$ cat src/rtl/alu2_pipe.sv
// Secondary address ALU (stack, string, count and ret-imm arithmetic) followed by
// an elastic NUM_STAGES-deep result pipeline with valid/ready flow control.
module alu2_pipe #(
    parameter int DATA_W     = 32,
    parameter int NUM_STAGES = 2
) (
    input  logic              clk,
    input  logic              rst,
    input  logic              in_valid,
    output logic              in_ready,
    input  logic [3:0]        alu2_op,
    input  logic [DATA_W-1:0] sr1,
    input  logic [DATA_W-1:0] sr2,
    input  logic [DATA_W-1:0] esp,
    input  logic [DATA_W-1:0] EIP_next,
    input  logic              DF_in,
    input  logic [1:0]        mem_rd_size,
    input  logic [1:0]        mem_wr_size,
    output logic              out_valid,
    input  logic              out_ready,
    output logic [DATA_W-1:0] alu_res2,
    output logic              cnt_zero,
    output logic              illegal_op
);

    localparam logic [3:0] OP_SR1  = 4'b0000;
    localparam logic [3:0] OP_SR2  = 4'b0001;
    localparam logic [3:0] OP_EIP  = 4'b0010;
    localparam logic [3:0] OP_POP  = 4'b0100;
    localparam logic [3:0] OP_STR  = 4'b0101;
    localparam logic [3:0] OP_PUSH = 4'b0110;
    localparam logic [3:0] OP_RET  = 4'b1000;
    localparam logic [3:0] OP_CNT  = 4'b1001;
    localparam int         LAST    = NUM_STAGES - 1;

    logic [DATA_W-1:0] w_rd_step;
    logic [DATA_W-1:0] w_wr_step;
    logic [DATA_W-1:0] w_res;
    logic              w_cz;
    logic              w_ill;
    logic              w_accept;

    logic [NUM_STAGES-1:0] r_vld;
    logic [NUM_STAGES-1:0] r_cz;
    logic [NUM_STAGES-1:0] r_ill;
    logic [DATA_W-1:0]     r_res [NUM_STAGES];
    logic [NUM_STAGES-1:0] w_adv;

    // Size codes 00..11 select a step of 1, 2, 4 or 8 bytes.
    assign w_rd_step = DATA_W'(1) << mem_rd_size;
    assign w_wr_step = DATA_W'(1) << mem_wr_size;

    always_comb begin
        w_res = '0;
        w_cz  = 1'b0;
        w_ill = 1'b0;
        case (alu2_op)
            OP_SR1:  w_res = sr1;
            OP_SR2:  w_res = sr2;
            OP_EIP:  w_res = EIP_next;
            OP_POP:  w_res = esp + w_rd_step;
            OP_PUSH: w_res = esp - w_wr_step;
            OP_STR:  w_res = DF_in ? (sr2 - w_rd_step) : (sr2 + w_rd_step);
            OP_RET:  w_res = esp + (w_rd_step << 1) + sr1;
            OP_CNT: begin
                w_res = sr1 - DATA_W'(1);
                w_cz  = (sr1 == DATA_W'(1));
            end
            default: w_ill = 1'b1;
        endcase
    end

    // Handshake: a transfer happens on a rising edge where valid and ready are both
    // high; the producer holds its payload until then, and ready may depend on the
    // consumer's ready combinationally. A stage advances if it or any later stage
    // is empty, or the consumer takes the last stage this cycle.
    always_comb begin
        w_adv = '0;
        for (int i = 0; i < NUM_STAGES; i++) begin
            w_adv[i] = out_ready;
            for (int j = i; j < NUM_STAGES; j++) begin
                if (!r_vld[j]) begin
                    w_adv[i] = 1'b1;
                end
            end
        end
    end

    assign in_ready = w_adv[0] & ~rst;
    assign w_accept = in_valid & in_ready;

    always_ff @(posedge clk) begin
        if (rst) begin
            r_vld <= '0;
            r_cz  <= '0;
            r_ill <= '0;
            for (int i = 0; i < NUM_STAGES; i++) begin
                r_res[i] <= '0;
            end
        end else begin
            if (w_adv[0]) begin
                r_vld[0] <= w_accept;
            end
            if (w_accept) begin
                r_res[0] <= w_res;
                r_cz[0]  <= w_cz;
                r_ill[0] <= w_ill;
            end
            // Payload only moves with a valid entry, so bubbles leave data untouched.
            for (int i = 1; i < NUM_STAGES; i++) begin
                if (w_adv[i]) begin
                    r_vld[i] <= r_vld[i-1];
                    if (r_vld[i-1]) begin
                        r_res[i] <= r_res[i-1];
                        r_cz[i]  <= r_cz[i-1];
                        r_ill[i] <= r_ill[i-1];
                    end
                end
            end
        end
    end

    assign out_valid  = r_vld[LAST];
    assign alu_res2   = r_res[LAST];
    assign cnt_zero   = r_cz[LAST] & r_vld[LAST];
    assign illegal_op = r_ill[LAST] & r_vld[LAST];

endmodule

$ cat config.mk
export PLATFORM = sky130hd
export DESIGN_NAME = alu2_pipe
export DESIGN_NICKNAME = d
export VERILOG_FILES = /design/src/rtl/alu2_pipe.sv
export SDC_FILE = /design/constraint.sdc
export NUM_CORES = 1
export LEC_CHECK = 0
export BUFFER_PORTS_ARGS = -buffer_cell sky130_fd_sc_hd__buf_2
export CAP_MARGIN = 40
export CORE_MARGIN = 2
export CORE_UTILIZATION = 55
export DETAILED_ROUTE_END_ITERATION = 12
export PLACE_DENSITY = 0.79
export SETUP_SLACK_MARGIN = 0.2
export SLEW_MARGIN = 40
export SYNTH_ARGS = -nofsm -noshare
export SYNTH_HDL_FRONTEND = slang
export SYNTH_SLANG_ARGS = --single-unit
$ cat constraint.sdc
create_clock -name clk -period 5.51 [get_ports clk]
set_input_delay 0.8265 -clock clk [delete_from_list [all_inputs] [get_ports clk]]
set_output_delay 0.8265 -clock clk [all_outputs]
set_load 0.01 [all_outputs]
* After elaboration in Yosys (flattened, before gate mapping) *
Memory sizes are Yosys's and may differ from the RTL's.
Index checks and enable logic that the tools add are counted.

cells by class
  $add $sub $neg = 7
  equal/unequal tests = 8
  shifts and indexed selects = 2
  multiplexer cells = 18
  bitwise operators = 7
  reductions and logical operators = 3

operator list
  operator                                             number
  case mux 32 bit (8 select lines)                     1
  adder 32 bit                                         4
  2-to-1 mux 32 bit                                    3
  << shifter 1 x 2 -> 32 bit (first input constant)    2
  subtractor 32 bit                                    2
  == test 32 x 1 -> 1 bit (second input constant)      1
  subtractor 32 x 1 -> 32 bit (second input constant)  1
  2-to-1 mux 1 bit                                     14
  == test 4 x 3 -> 1 bit (second input constant)       3
  == test 4 bit (second input constant)                2
  OR reduction 8 bit                                   1
  AND 1 bit                                            4
  == test 4 x 1 -> 1 bit (second input constant)       1
  == test 4 x 2 -> 1 bit (second input constant)       1
  logical NOT 4 bit                                    1
  bitwise OR 1 bit                                     2
  AND reduction 2 bit                                  1
  NOT 1 bit                                            1

word-level totals
  register bits after elaboration = 6
  bits in writable memories = 64
  input bits = 141
  memories = 1

memories
  name   depth  width  rd ports  clocked after memory_dff  write ports  RTL line  text
  r_res  2      32     2         0                         2            46        logic [DATA_W-1:0] r_res [NUM_STAGES];

* Logic depth before layout (Yosys ltp) *
Gate-level depths: netlist of the first run.

  depth after elaboration = 8
  gate-level depth with buffers = 18
  gate-level depth less buffers = 17

* Least setup slack after synthesis of the first run *
No wires, ideal clock.

  path kind = input to register
  from = in alu2_op[1]
  to = mem r_res[0][28] (data pin)
  arrival = 4.439 ns
  required time = 5.245 ns
  setup slack = 0.805 ns
  stages = 17
  buffers on the path = 3
  path through = clkbuf_1 > clkbuf_1 > buf_2 > nand2_1 > o31ai_1 > ha_1 > inv_1 > fa_1 > a21oi_1 > o2bb2ai_1 > o211ai_1 > o311ai_2 > a41oi_1 > a31o_2 > xnor2_1 > a221oi_1 > a31oi_1

RTL lines
  item                RTL line  text
  start: declaration  11        input logic [3:0] alu2_op,
  end: declaration    46

==> results.cfg, run 1 <==
[timing]
hold_viol_final = 0
slew_headroom_pct = 39.9
setup_viol = 0
rsz0062_at_grt = no
fin_skew_ns = 0.00714
tightest_slew_ns = 0.895
fmax_mhz = 213
final-max-slew-violation-count = 0
fin_tns_setup_ns = 0
period_share_pct = 85.1
min_period_ns = 4.69

[synth]
synth_area_leaders = edfxtp_1, ha_1, a21oi_1
yosysWarnings = 0
ys_seq_area_share_pct = 20.1
syn-num-nets = 1531
synth_top_area_share_pct = 18.9
async_reset_ff_share_pct = 0
ys_types = 87
syn_area_um2 = 10100
yosysMostFrequentCell = a21oi_1
yosysTopAreaCell = edfxtp_1
synthFlopType = edfxtp_1
synthTopCellsByCount = a21oi_1, ha_1, nand2_1
synth_edf_count = 64
postSynthCellCount = 1262
synth_seq_cells = 70
syn_area_per_cell_um2 = 8.04

[routing]
vias_per_cell = 6.55
drc = 0
vias = 10587
wirelength_um = 34500
first_iter_violations = 1249
dr.pass1.iters = 7
wire_per_inst_um = 21.3
antenna_left = 0

[floorplan]
io_pins = 177
die_h_um = 140
row_count = 49
dieWidth_um = 140
initial_utilization_pct = 56.3
core-area_um2 = 18000
die_area_um2 = 19500

[finish]
diodes = 0
nFillCells = 1626
drive_gt1_share_pct = 17.4
fin_util_pct = 62.8
nNetsFinal = 1652
area_growth_pct = 11.6

[critical_path]
crit_required_ns = 5.58
worstSetupPathType = in2reg
critPathMaxFanout = 8
start_kind = input pin
reg2reg_setup_slack_ns = 3.04
crit_end = r_res[0][28]
slowest_delay_ns = 0.47
cp.arrival_ns = 4.76
rr_worst_depth = 6
crit_family = compound AO/OA/AOI/OAI gates
r2r-start = r_vld[1]
critPathLaunch = alu2_op[3]
crit_path_top_delay_cell = o211ai_1
crit_chain = buf_2 > nand2b_1 > nor2_2 > nand2_1 > o31ai_1 > ha_1 > inv_1 > fa_1 > a21oi_1 > o2bb2ai_1 > o211ai_1 > o311ai_2 > a41oi_1 > a31o_2 > xnor2_1 > a221oi_1 > a31oi_1
cp-end-kind = flip-flop
r2r-end = r_res[0][29]
cp.depth = 17
worstPathBufferInverterCount = 2

[place]
dpl.hpwl_um = 27600
port_buffers = 176
place_congestion = 1.01

[global_routing]
grt_pass1_vias = 9466
grt_max_degree = 34
overflow = 0
grt_pass1_wl_um = 52600
grt.total_usage_pct = 34.0
antenna_found_initial = 0

[cts]
cts_hold_buf = 0
cts_resized = 0
postCtsSetupRepairBufs = 0
numCtsBuffers = 9
cts_tree = done
clkLatencyLatePin_ns = 0.34
htree_levels = 3
clock_path_buffers = 2
root_buffer = clkbuf_16
path_clk_slew_ns = 0.06
clock-sinks = 70

[run_status]
status = completed

[power_and_ir_drop]
vdd_drop_max_mv = 0.222
p_per_area_nw_per_um2 = 191
power_leakage_nw = 5.05

[min_path]
hp-class = reg2reg

[flow_run]
maxCapViolCount = 0
[metal layers]
layer | share of wire (%) | GRT usage (%) | vias to the layer above
met5 | 0 | 0 | -
met4 | 3.1 | 10.6 | 0
met3 | 13 | 6.88 | 80
met2 | 42 | 49.7 | 691
met1 | 43 | 50.3 | 4835
li1 | - | - | 4981
[layout make-up]
| class | count | area (um^2) | area share (%) |
|---|---|---|---|
| well taps | 229 | 287 | 2.53 |
| clock buffers | 11 | 243 | 2.14 |
| repair buffers | 192 | 1000 | 8.84 |
| flip-flops and latches | 70 | 2040 | 18.0 |
| inverters | 35 | 131 | 1.16 |
| clock inverters | 5 | 58.8 | 0.520 |
| multi-input cells | 1075 | 7560 | 66.8 |
[flip-flops by register name (all words and copies together) (netlist names)]
| register | flops |
|---|---|
| r_cz | 2 |
| r_ill | 2 |
| r_res | 64 |
| r_vld | 2 |
[stage by stage]
step / setup slack [ns] / std cells / hold slack [ns] / cell area (um^2) / total power, W
after floorplan: 0.805 / 1262 / 0.446 / 10100 / 0.00127
after detailed placement: 0.572 / 1601 / 0.482 / 11000 / 0.00155
after global placement: 0.754 / 1600 / 0.463 / 11000 / 0.00154
final: 0.824 / 1617 / 0.493 / 11300 / 0.00217
after CTS: 0.910 / 1617 / 0.496 / 11300 / 0.00214
after global routing: 0.572 / 1617 / 0.529 / 11300 / 0.00227
[layout by cell type, fill, tap and decap left out, types with 23 or more instances in the layout]
cell type / n
o21ai_0: 84
nor3_1: 28
inv_1: 35
nor2_1: 95
a31oi_1: 28
nand3_1: 23
xor2_1: 32
ha_1: 121
edfxtp_1: 64
a21o_1: 45
and2_1: 38
buf_2: 176
xnor2_1: 47
nand2_1: 99
a21oi_1: 126
[tightest hold or removal path, delay by kind of cell (launching register included)]
family	cells	cell delay, ns
AO/OA/AOI/OAI	1	0.06
flip-flops	1	0.33
AND/OR/NAND/NOR	1	0.07
[report_power, final]
part           internal (W)  switching (W)
logic              0.000363       0.000582
clock network      0.000363       0.000225
registers          0.000621      0.0000122
[kinds of logic after synthesis]
family | Yosys count | synth area share, %
flops | 70 | 20.1
buf+inv | 117 | 5.63
mux | 21 | 2.12
xor+xnor | 79 | 6.82
compound gates | 434 | 28.0
simple gates | 413 | 21.0
fa+ha+maj | 128 | 16.3
[how the worst min path moves through the flow]
stage,slack [ns],cells past startpoint,endpoint,start
final,0.49,2,r_cz[1],r_cz[1]
after global routing,0.53,2,r_cz[0],r_cz[0]
after CTS,0.50,2,r_cz[1],r_cz[1]
after detailed placement,0.48,2,r_cz[1],r_cz[1]
after global placement,0.46,2,r_cz[1],r_cz[1]
after floorplan,0.45,2,r_cz[1],r_cz[1]
Note: power is estimated with default switching activity, not from simulation.
==> run 2: changes to the inputs <==
- CORE_MARGIN: 2 -> default
- SETUP_SLACK_MARGIN: 0.2 -> 0.1
==> run 2 against run 1 <==
Against the previous run:
- worst hold slack gained 0.011 ns
- sequential power hardly changed
- critical path depth down 1
- clock-buffer cell count decreased by 1
- maximum frequency rose by 3.9%
- clock skew grew 0.0041 ns
- via count rose by 0.28%
- utilization rose by 0.12 points
- register-to-register slack worse by 0.64 ns
- largest cell class unchanged
- highest routed layer unchanged
==> results.cfg, run 2 (synthesis results as in run 1) <==
[run_status]
status = completed

[floorplan]
die_h_um = 138
core-area_um2 = 18000
dieWidth_um = 138
die_area_um2 = 19000
initial_utilization_pct = 56.3
io_pins = 177
row_count = 49

[critical_path]
r2r-start = r_vld[1]
r2r-end = r_res[0][29]
cp-end-kind = flip-flop
critPathMaxFanout = 10
crit_required_ns = 5.58
worstSetupPathType = in2reg
rr_worst_depth = 7
start_kind = input pin
reg2reg_setup_slack_ns = 2.40
cp.arrival_ns = 4.58

[power_and_ir_drop]
switching_share_pct = 37.5
p_per_area_nw_per_um2 = 195
p_comb_share_pct = 43.2
seqPwrFrac_pct = 28.6
switching_power_w = 0.000827
vdd_drop_max_mv = 0.307
power_frac_clock_pct = 28.2
power_leakage_nw = 5.07
p_int_w = 0.00138

[timing]
tightest_slew_ns = 0.846
period_share_pct = 81.9
fin_ws_ns = 0.998
fmax_mhz = 222
min_period_ns = 4.51
slew_headroom_pct = 43.4
fin_skew_ns = 0.0112
rsz0062_at_grt = no
setup_viol = 0
final-max-slew-violation-count = 0
fin_tns_setup_ns = 0
hold_viol_final = 0

[global_routing]
grt.total_usage_pct = 36.8
antenna_found_initial = 1
overflow = 0
grt_max_degree = 34
grt_pass1_vias = 9504
grt_pass1_wl_um = 52500

[routing]
antenna_left = 0
wl_met2_um = 14400
first_iter_violations = 1231
dr.max_layer_used = met4
drc = 0
wl_met1_um = 14800
wirelength_um = 34500
wl_met3_um = 4300
dr.pass1.iters = 7
vias = 10617
vias_per_cell = 6.56
wire_per_inst_um = 21.3

[cts]
clock-sinks = 70
clkLatencyLatePin_ns = 0.33
cts_hold_buf = 0
clock_path_buffers = 2
cts_tree = done
htree_levels = 3
numCtsBuffers = 9
postCtsSetupRepairBufs = 0
cts_resized = 0
path_clk_slew_ns = 0.06
root_buffer = clkbuf_16

[finish]
final_common_cell = buf_2
drive_gt1_share_pct = 17.6
diodes = 0
finalNonFillerCells = 1618
top_register = r_res
nNetsFinal = 1653
area_growth_pct = 11.8
mostFrequentLayoutCells = buf_2, a21oi_1, ha_1
largest_reg_flops = 64

[min_path]
hp-class = reg2reg
hold_path_end = r_cz[1]
min_path_cells = 2
min_from = r_cz[1]

[place]
place_congestion = 1.00
port_buffers = 176
dpl.hpwl_um = 27700
dp_cells = 1601
dpl_worst_slack_ns = 0.702

[flow_run]
maxCapViolCount = 0
## run 2: routing by layer
| layer | GRT usage, % | vias to the layer above |
|---|---|---|
| li1 | - | 4999 |
| met1 | 52.9 | 4914 |
| met2 | 53.8 | 627 |
| met3 | 8.17 | 77 |
| met4 | 12.0 | 0 |
| met5 | 0 | - |
## run 2: how the worst max path moves through the flow
stage,startpoint,to,depth (start not counted),slack [ns]
2_1_floorplan,alu2_op[1],r_res[0][28],17,0.81
3_3_place_gp,alu2_op[3],r_res[0][17],17,0.82
3_5_place_dp,alu2_op[3],r_res[0][28],17,0.70
4_1_cts,alu2_op[3],r_res[0][28],17,1.04
5_1_grt,alu2_op[3],r_res[0][28],17,0.67
6_report,alu2_op[3],r_res[0][28],16,1.0
## run 2: critical path, stage by stage
cell	delay, ns
buf_2	0.13
nand2b_1	0.20
nor2_2	0.12
nand2_1	0.20
inv_1	0.35
a31oi_1	0.19
fa_1	0.42
a21oi_1	0.23
o2bb2ai_1	0.15
o211ai_1	0.43
o311ai_2	0.18
a41oi_1	0.41
a31o_2	0.23
xnor2_1	0.07
a221oi_1	0.32
a31oi_1	0.12
## run 2: layout make-up
type / count / area [um^2]
flip-flops and latches: 70 / 2040
multi-input cells: 1075 / 7560
clock inverters: 6 / 86.3
clock buffers: 10 / 229
repair buffers: 193 / 1010
inverters: 35 / 131
well taps: 229 / 287
fillers: 1593 / 6680
## run 2: per-stage QoR
step	area [um^2]	utilization [%]	total power (W)	hold slack [ns]
finish	11300	62.9	0.00221	0.504
global route	11300	62.9	0.00232	0.539
CTS	11300	62.9	0.00218	0.503
detailed placement	11000	61.1	0.00156	0.487
global placement	11000	61.1	0.00155	0.460
floorplan	10100	-	0.00127	0.446
## run 2: power by group through the flow
stage | combinational, W | sequential [W] | clock (W)
after floorplan | 0.000632 | 0.000638 | 0
after global placement | 0.000909 | 0.000640 | 0
after detailed placement | 0.000916 | 0.000642 | 0
after CTS | 0.000925 | 0.000632 | 0.000622
after global routing | 0.00104 | 0.000636 | 0.000649
final | 0.000953 | 0.000632 | 0.000622
==> run 3: changes to the inputs <==
- clock period: 5.51 -> 4.5 ns (I/O delays scaled with it)
==> run 3 against run 2 <==
Against the previous run:
- combinational power grew 24%
- power up 21%
- final area rose by 1.5%
- sequential cell count did not move
- largest power group unchanged
- clock power grew 14%
- highest routed layer unchanged
- routed wire length rose by 2.9%
- first-iteration DRC count hardly changed
- non-clock buffer count up 26
- worst hold slack improved by 0.0074 ns
- register-to-register slack got worse by 0.29 ns
==> results.cfg, run 3 (synthesis results as in run 1) <==
[run_status]
status = completed

[timing]
fin_skew_ns = 0.0107
period_share_pct = 92.2
final-max-slew-violation-count = 0
min_period_ns = 4.15
fin_ws_ns = 0.352
slew_headroom_pct = 49.5
tightest_slew_ns = 0.755
fmax_mhz = 241
fin_tns_setup_ns = 0
rsz0062_at_grt = no
hold_viol_final = 0
hold_slack_ns = 0.512
setup_viol = 0

[routing]
drc = 0
wire_per_inst_um = 21.6
vias = 10701
wirelength_um = 35500
vias_per_cell = 6.50
antenna_left = 0
first_iter_violations = 1232
dr.pass1.iters = 6

[finish]
top_register = r_res
largest_reg_flops = 64
final_common_cell = buf_2
area_growth_pct = 13.5
drive_gt1_share_pct = 18.9
nNetsFinal = 1679
finalNonFillerCells = 1646
nFillCells = 1600
mostFrequentLayoutCells = buf_2, a21oi_1, ha_1

[critical_path]
rr_worst_depth = 9
worstSetupPathType = in2reg
r2r-end = r_res[0][29]
start_kind = input pin
crit_required_ns = 4.56
critPathMaxFanout = 5
r2r-start = r_vld[1]
cp-end-kind = flip-flop
cp.arrival_ns = 4.21
reg2reg_setup_slack_ns = 2.11

[floorplan]
row_count = 49
die_area_um2 = 19000
die_h_um = 138
io_pins = 177
core-area_um2 = 18000
initial_utilization_pct = 56.3
dieWidth_um = 138

[global_routing]
grt.total_usage_pct = 37.5
antenna_found_initial = 1
use_met3_pct = 7.80
grt_use_met1_pct = 54.8
grt_pass1_wl_um = 53200
grt_max_degree = 34
busiest_layer = met2
grt_pass1_vias = 9576
grtUsageMet2_pct = 54.9
overflow = 0

[place]
port_buffers = 176
dpl.hpwl_um = 28800
dpl_worst_slack_ns = 0.0551
place_congestion = 1.00
dp_cells = 1628

[cts]
htree_levels = 3
numCtsBuffers = 9
cts_resized = 0
postCtsSetupRepairBufs = 0
clkLatencyLatePin_ns = 0.34
root_buffer = clkbuf_16
clock_path_buffers = 2
clock-sinks = 70
cts_tree = done
cts_hold_buf = 0
path_clk_slew_ns = 0.06

[min_path]
min_from = r_cz[1]
hp-class = reg2reg
hold_path_end = r_cz[1]
min_path_cells = 2

[power_and_ir_drop]
p_per_area_nw_per_um2 = 232
vdd_drop_max_mv = 0.245
power_leakage_nw = 5.18
power_w = 0.00267

[flow_run]
maxCapViolCount = 0
==> run 3: layout make-up <==
class	count	area, um^2	share of cell area, %
Tap cell	229	287	2.49
Clock buffer	10	229	1.99
Multi-Input combinational cell	1075	7550	65.6
Sequential cell	70	2040	17.7
Inverter	35	131	1.14
Clock inverter	6	62.6	0.543
Antenna cell	2	5.00	0.0435
Timing Repair Buffer	219	1200	10.5
==> run 3: critical path, cell delays in order <==
cell and delay [ns]:
buf_2 0.12, nand2b_1 0.17, nor2_2 0.11, nand2_1 0.18
buf_4 0.21, inv_1 0.11, nor2_1 0.05, a31oi_1 0.23
ha_1 0.29, nor2b_1 0.15, o2111ai_1 0.16, nand2_1 0.13
a31oi_1 0.40, buf_4 0.19, o22a_1 0.15, a311o_1 0.19
xnor2_1 0.11, a221oi_1 0.41, a31oi_1 0.16
==> run 3: per-layer routing <==
metal,part of all wire [%],vias up
met1,45,4949
met4,2.6,0
met3,11,73
met2,42,625
li1,-,5054
met5,0,-
==> run 3: how the worst max path moves through the flow <==
stage | from | end | slack (ns) | depth (start not counted)
after global placement | alu2_op[3] | r_res[0][30] | 0.10 | 17
final | alu2_op[3] | r_res[0][17] | 0.35 | 19
after CTS | alu2_op[3] | r_res[0][30] | 0.39 | 17
after floorplan | alu2_op[1] | r_res[0][28] | 0.12 | 17
after detailed placement | alu2_op[3] | r_res[0][30] | 0.06 | 17
after global routing | alu2_op[3] | r_res[0][30] | 0.13 | 17
==> run 3: where the power goes <==
group	switching [W]	internal, W	total (W)
logic	0.000718	0.000461	0.00118
clock network	0.000284	0.000427	0.000712
registers	0.0000157	0.000760	0.000775
total	0.00102	0.00165	0.00267
==> run 3: metrics by stage <==
| stage | util [%] | area, um^2 |
|---|---|---|
| after global placement | 62.2 | 11200 |
| final | 63.9 | 11500 |
| after CTS | 63.8 | 11500 |
| after floorplan | - | 10100 |
| after detailed placement | 62.2 | 11200 |
| after global routing | 63.8 | 11500 |
